$ cat config.mk
export PLATFORM = sky130hd
export DESIGN_NAME = regfile_dump_reader_flat
export DESIGN_NICKNAME = d
export VERILOG_FILES = /design/src/rtl/regdump_pkg.sv /design/src/rtl/regfile_dump_reader_if.sv /design/src/rtl/regfile_dump_reader.sv /design/src/flat_wrapper.sv
export SDC_FILE = /design/constraint.sdc
export NUM_CORES = 1
export LEC_CHECK = 0
export ABC_AREA = 0
export CORE_MARGIN = 2
export CORE_UTILIZATION = 48
export DETAILED_ROUTE_END_ITERATION = 6
export PLACE_DENSITY = 0.76
export REMOVE_ABC_BUFFERS = 1
export SYNTH_ARGS = -nofsm -noshare
export SYNTH_HDL_FRONTEND = slang
export SYNTH_SLANG_ARGS = --single-unit
export TNS_END_PERCENT = 30
$ cat constraint.sdc
create_clock -name clk -period 1.9 [get_ports clk]
set_clock_uncertainty 0.1 [all_clocks]
set_input_delay 0.19 -clock clk [delete_from_list [all_inputs] [get_ports clk]]
set_output_delay 0.19 -clock clk [all_outputs]
set_load 0.05 [all_outputs]
$ cat src/rtl/regdump_pkg.sv
// Shared definitions for the register-file dump reader.
// FSM state encoding, frame header default and per-register byte count.
package regdump_pkg;

    localparam logic [2:0] ST_IDLE   = 3'd0;
    localparam logic [2:0] ST_HEADER = 3'd1;
    localparam logic [2:0] ST_LOAD   = 3'd2;
    localparam logic [2:0] ST_SEND   = 3'd3;
    localparam logic [2:0] ST_DONE   = 3'd4;

    localparam logic [7:0] HEADER_BYTE_DEF = 8'hA5;

    localparam int unsigned BYTES_PER_REG = 5;

    // Byte-counter value of the final byte of a register record.
    localparam logic [2:0] LAST_BYTE = 3'(BYTES_PER_REG - 1);

endpackage

$ cat src/rtl/regfile_dump_reader_if.sv
// Valid/ready byte stream from the dump reader to the UART transmitter.
// master drives tx_data/tx_valid, slave returns tx_ready.
interface regfile_dump_reader_if;

    logic [7:0] tx_data;
    logic       tx_valid;
    logic       tx_ready;

    modport master (
        output tx_data,
        output tx_valid,
        input  tx_ready
    );

    modport slave (
        input  tx_data,
        input  tx_valid,
        output tx_ready
    );

endinterface

$ cat src/rtl/regfile_dump_reader.sv
// Debug engine: walks FIRST_REG..LAST_REG over a read port and streams
// a frame (header, then index + data MSB-first per register) to the UART.
// Ports: clk, reset (async, active-low), start, busy, done,
//        rd_addr/rd_data (register-file read port), tx (byte stream master).
module regfile_dump_reader
    import regdump_pkg::*;
#(
    parameter int unsigned FIRST_REG   = 1,
    parameter int unsigned LAST_REG    = 31,
    parameter logic [7:0]  HEADER_BYTE = HEADER_BYTE_DEF
) (
    input  logic        clk,
    input  logic        reset,
    input  logic        start,
    output logic        busy,
    output logic        done,
    output logic [4:0]  rd_addr,
    input  logic [31:0] rd_data,
    regfile_dump_reader_if.master tx
);

    localparam logic [4:0] FIRST = 5'(FIRST_REG);
    localparam logic [4:0] LAST  = 5'(LAST_REG);

    logic [2:0]  state_q, state_d;
    logic [4:0]  idx_q,   idx_d;
    logic [4:0]  addr_q,  addr_d;
    logic [2:0]  cnt_q,   cnt_d;
    logic [39:0] shift_q, shift_d;

    logic valid;
    logic hs;

    // Outputs are pure decodes of registered state, so an async reset
    // removes tx_valid/busy in the same instant.
    assign valid = (state_q == ST_HEADER) || (state_q == ST_SEND);
    assign hs    = valid && tx.tx_ready;

    assign busy     = (state_q != ST_IDLE);
    assign done     = (state_q == ST_DONE);
    assign rd_addr  = addr_q;
    assign tx.tx_valid = valid;

    always_comb begin
        tx.tx_data = 8'h00;
        unique case (state_q)
            ST_HEADER: tx.tx_data = HEADER_BYTE;
            ST_SEND:   tx.tx_data = shift_q[39:32];
            default:   tx.tx_data = 8'h00;
        endcase
    end

    always_comb begin
        state_d = state_q;
        idx_d   = idx_q;
        addr_d  = addr_q;
        cnt_d   = cnt_q;
        shift_d = shift_q;
        unique case (state_q)
            ST_IDLE: begin
                if (start) begin
                    state_d = ST_HEADER;
                    idx_d   = FIRST;
                end
            end
            ST_HEADER: begin
                if (hs) begin
                    state_d = ST_LOAD;
                    addr_d  = idx_q;
                end
            end
            ST_LOAD: begin
                // rd_data is combinational from addr_q == idx_q here.
                shift_d = {3'b000, idx_q, rd_data};
                cnt_d   = 3'd0;
                state_d = ST_SEND;
            end
            ST_SEND: begin
                if (hs) begin
                    if (cnt_q == LAST_BYTE) begin
                        if (idx_q == LAST) begin
                            state_d = ST_DONE;
                        end else begin
                            idx_d   = idx_q + 5'd1;
                            addr_d  = idx_q + 5'd1;
                            state_d = ST_LOAD;
                        end
                    end else begin
                        shift_d = {shift_q[31:0], 8'h00};
                        cnt_d   = cnt_q + 3'd1;
                    end
                end
            end
            ST_DONE: begin
                state_d = ST_IDLE;
                addr_d  = FIRST;
            end
            default: begin
                state_d = ST_IDLE;
                addr_d  = FIRST;
            end
        endcase
    end

    always_ff @(posedge clk or negedge reset) begin
        if (!reset) begin
            state_q <= ST_IDLE;
            idx_q   <= FIRST;
            addr_q  <= FIRST;
            cnt_q   <= 3'd0;
            shift_q <= 40'd0;
        end else begin
            state_q <= state_d;
            idx_q   <= idx_d;
            addr_q  <= addr_d;
            cnt_q   <= cnt_d;
            shift_q <= shift_d;
        end
    end

endmodule

$ cat src/flat_wrapper.sv
// flat-port wrapper written by rule: the top's interface ports become plain ports
module regfile_dump_reader_flat import regdump_pkg::*;
#(
    parameter int unsigned FIRST_REG   = 1,
    parameter int unsigned LAST_REG    = 31,
    parameter logic [7:0]  HEADER_BYTE = HEADER_BYTE_DEF
)
  (clk, reset, start, busy, done, rd_addr, rd_data, tx_tx_data, tx_tx_valid, tx_tx_ready);
  regfile_dump_reader_if tx_i ();
  input  logic clk;
  input  logic reset;
  input  logic start;
  output logic busy;
  output logic done;
  output logic [4:0] rd_addr;
  input  logic [31:0] rd_data;
  output wire logic [$bits(tx_i.tx_data)-1:0] tx_tx_data;
  output wire logic [$bits(tx_i.tx_valid)-1:0] tx_tx_valid;
  input wire logic [$bits(tx_i.tx_ready)-1:0] tx_tx_ready;
  assign tx_tx_data = tx_i.tx_data;
  assign tx_tx_valid = tx_i.tx_valid;
  assign tx_i.tx_ready = tx_tx_ready;
  regfile_dump_reader #(.FIRST_REG(FIRST_REG), .LAST_REG(LAST_REG), .HEADER_BYTE(HEADER_BYTE)) u_core (.clk(clk), .reset(reset), .start(start), .busy(busy), .done(done), .rd_addr(rd_addr), .rd_data(rd_data), .tx(tx_i));
endmodule
==> out/qor_table.md <==
| Quantity | Value | Unit |
|:---|:---|:---|
| Iteration-0 DRC count of the detailed router | 141 | - |
| Peak supply drop | 0.766 | mV |
| Count of final hold-check violations | 0 | - |
| Proportion of synthesized flip-flops having asynchronous set or reset | 100 | % |
| Hold WC Path Type | in2async | - |
| Area growth from synthesis to layout | 32.4 | % |
| Initial core utilization | 49.3 | % |
| Most common library cells after synthesis | 54 x sky130_fd_sc_hd__dfrtp_1, 47 x sky130_fd_sc_hd__mux2_4, 15 x sky130_fd_sc_hd__inv_1 | - |
| Clock Root Buffer | sky130_fd_sc_hd__clkbuf_8 | - |
| Global-route wire length before repair | 10,600 | µm |
| Number of maximum-capacitance constraint violations | 0 | - |
| Number of setup violations in the final report | 0 | - |
| Post-layout minimum cycle time | 1880 | ps |
| Highest fanout seen on the critical path | 6 | - |
| RSZ-0062 raised after global routing | true | - |
| Count of warnings emitted by yosys | 0 | - |
| Maximum number of pins on one net before global-route repair | 57 | - |
| I/O Pins | 52 | - |
| Relative slew slack | 56.0 | % |
| Result of the run | completed | - |
| Routed WL | 6140 | µm |
| Distinct cell type count of the synthesized netlist | 44 | - |
| P per Cell Area | 1550 | mW/mm² |
| Count of vias placed by the detailed router | 2,125 | - |
| Aggregate negative setup slack | 0 | ps |
| CTS Sinks | 56 | - |
| Final max-slew violation count | 0 | - |
| HPWL reported at the end of detailed placement | 4250 | µm |
| Mapped Area | 0.00310 | mm² |
| All-layer global routing usage | 18.3 | % |
| Type of origin of the critical path | register | - |
| Die Footprint | 0.00711 | mm² |
| Number of buffers created by CTS | 5 | - |
| Seq cells post-synth | 56 | - |
| DR WL/cell | 16.0 | µm |
| DR DRC count | 0 | - |
| CTS tree | done | - |
| Clock-pin transition on the worst setup and hold timing paths | 100 | ps |
| Fraction of layout instances using a drive strength above 1 | 37.1 | % |
| Nets | 347 | - |
| Synth top area cells | sky130_fd_sc_hd__dfrtp_1 44%, sky130_fd_sc_hd__mux2_4 23%, sky130_fd_sc_hd__mux2i_1 3.6% | - |
| Sequential fraction of the synthesis area | 45.4 | % |
| Via density | 5.53 | - |
| Later-pin clock latency in the skew report | 310 | ps |
| Antenna violations before repair | 0 | - |
| Diodes inserted | 0 | - |
| Area of the core | 0.00628 | mm² |
| Buffer levels on the longest clock path | 2 | - |
| Dominant register cell in the synthesized netlist | sky130_fd_sc_hd__dfrtp_1 | - |
| Hold Slack | 293 | ps |
| Worst endpoint required time | 2000 | ps |
| DRT antenna net count | 0 | - |
| Gate Count Post-Synth | 241 | - |
| Area leader, netlist | sky130_fd_sc_hd__dfrtp_1 | - |
| EDFF count, synth | 0 | - |
| Clock H-tree levels | 2 | - |
| Chip height | 84.3 | µm |
| Peak Freq | 533 | MHz |
| Critical path data arrival time | 1970 | ps |
| Total power draw | 6330 | µW |
| Overall die width | 84.3 | µm |
| Synth Area per Inst | 12.8 | µm² |
| Worst-Margin Slew | 657 | ps |
| Startpoint-to-endpoint class of the critical path | reg2reg | - |
| Number of rows created at floorplan | 29 | - |
| Area fraction of the dominant cell type after synthesis | 43.7 | % |
| Number of fillers in the final layout | 489 | - |
| Number of global-route vias before repair | 2,193 | - |
| Most common cell in the netlist | sky130_fd_sc_hd__dfrtp_1 | - |
| Count of port buffers added during placement | 51 | - |
| Static leakage | 0.00194 | µW |
| Sort of element at the end of the critical path | register | - |
| Final Wtd Congestion | 0.821 | - |
| Share of the clock period used by the worst path after layout | 98.8 | % |
| Detailed-router iteration count before antenna repair | 4 | - |
| Sum of overflow across all layers after global routing | 0 | - |
-- power by group --
part	total (µW)	internal [µW]	switching (µW)
combinational	3520	1920	1590
clock	896	519	377
sequential	1920	1650	274
-- routing by layer --
layer	vias to the layer above	routed length, µm	GRT usage [%]
met4	0	40	3.08
met2	59	3020	30.0
met1	1049	2790	25.6
met3	3	281	3.93
met5	-	0	0
li1	1014	-	-
-- cell type report --
type | count | area (µm²) | area share [%]
multi-input combinational | 152 | 1580 | 38.4
sequential | 56 | 1400 | 34.3
timing repair buffer | 77 | 837 | 20.4
tap | 77 | 96.3 | 2.35
clock buffer | 5 | 68.8 | 1.68
clock inverter | 2 | 60.1 | 1.47
inverter | 15 | 56.3 | 1.37
-- state kept, by name, indices dropped and copies added, names as in the netlist --
register and count:
u_core.cnt_q 3, u_core.idx_q 5, u_core.rd_addr 5, u_core.shift_q 40, u_core.state_q 3
-- cell usage in the layout, fill, tap and decap left out, types with 2 or more instances in the layout --
cell                               n
sky130_fd_sc_hd__buf_4            24
sky130_fd_sc_hd__mux2_4           47
sky130_fd_sc_hd__nor2_4            3
sky130_fd_sc_hd__buf_12           13
sky130_fd_sc_hd__nand2b_1          4
sky130_fd_sc_hd__nor3b_1           2
sky130_fd_sc_hd__inv_1            15
sky130_fd_sc_hd__nor4bb_1          2
sky130_fd_sc_hd__bufinv_16         2
sky130_fd_sc_hd__nand3_1           3
sky130_fd_sc_hd__and4b_1           2
sky130_fd_sc_hd__o21ai_1           3
sky130_fd_sc_hd__nor2_1            4
sky130_fd_sc_hd__nand3b_1          3
sky130_fd_sc_hd__clkdlybuf4s50_1  37
sky130_fd_sc_hd__mux2i_1          11
sky130_fd_sc_hd__and3_1            2
sky130_fd_sc_hd__a32oi_2           2
sky130_fd_sc_hd__a21oi_2           3
sky130_fd_sc_hd__clkbuf_8          5
sky130_fd_sc_hd__a22o_1           10
sky130_fd_sc_hd__dfrtp_1          54
sky130_fd_sc_hd__nand4_1           6
sky130_fd_sc_hd__a21oi_1           7
sky130_fd_sc_hd__nand4b_1          3
sky130_fd_sc_hd__nor3_1            3
sky130_fd_sc_hd__ha_4              2
sky130_fd_sc_hd__ha_1              2
sky130_fd_sc_hd__o21ai_0           7
sky130_fd_sc_hd__dfstp_2           2
-- worst paths after layout --
| path | start | endpoint | slack (ps) | cells past startpoint |
|---|---|---|---|---|
| setup / recovery | u_core.idx_q[1]$_DFFE_PN0P_ | u_core.idx_q[3]$_DFFE_PN0P_ | 20 | 6 |
| hold / removal | reset | u_core.shift_q[1]$_DFFE_PN0P_ | 290 | 3 |
| setup reg to reg | u_core.idx_q[1]$_DFFE_PN0P_ | u_core.idx_q[3]$_DFFE_PN0P_ | 20 | 6 |
| hold reg to reg | u_core.shift_q[2]$_DFFE_PN0P_ | u_core.shift_q[2]$_DFFE_PN0P_ | 420 | 1 |
| max in group asynchronous | reset | u_core.rd_addr[0]$_DFFE_PN1P_ | 1110 | 3 |
| min in group clk | rd_data[2] | u_core.shift_q[2]$_DFFE_PN0P_ | 370 | 2 |
-- stage by stage --
stage | setup slack, ps | instances | util (%) | cell area, µm²
final | 22.5 | 384 | 65.3 | 4100
after global routing | -83.8 | 384 | 65.3 | 4100
after CTS | -27.4 | 383 | 63.8 | 4010
after detailed placement | -56.8 | 373 | 61.0 | 3830
after global placement | -23.9 | 373 | 61.0 | 3830
after floorplan | -778 | 223 | - | 2930
-- critical path, stage by stage, from the launching register on --
cell and delay [ps]:
sky130_fd_sc_hd__dfrtp_1 420, sky130_fd_sc_hd__ha_4 170, sky130_fd_sc_hd__and3_4 180, sky130_fd_sc_hd__ha_4 170
sky130_fd_sc_hd__and4b_1 280, sky130_fd_sc_hd__a22oi_2 100, sky130_fd_sc_hd__a221o_1 360
-- logic make-up after synthesis --
logic type	Yosys count	share of synthesized area, %
simple gates	45	9.18
compound gates	43	9.74
mux	59	26.7
buf+inv	33	7.11
flops	56	45.4
xor+xnor	1	0.283
fa+ha+maj	4	1.62
-- what timing repair did --
item | CTS | global route
hold buffers | 1 | 0
gates resized for setup | 6 | 19
pin swaps | 2 | 4
cloned | 0 | 0
buffers inserted | 2 | 1
hold endpoints to repair | 54 | 0
endpoints found under the setup margin | 15 | 17
No activity file was read; power rests on OpenSTA's default activity.
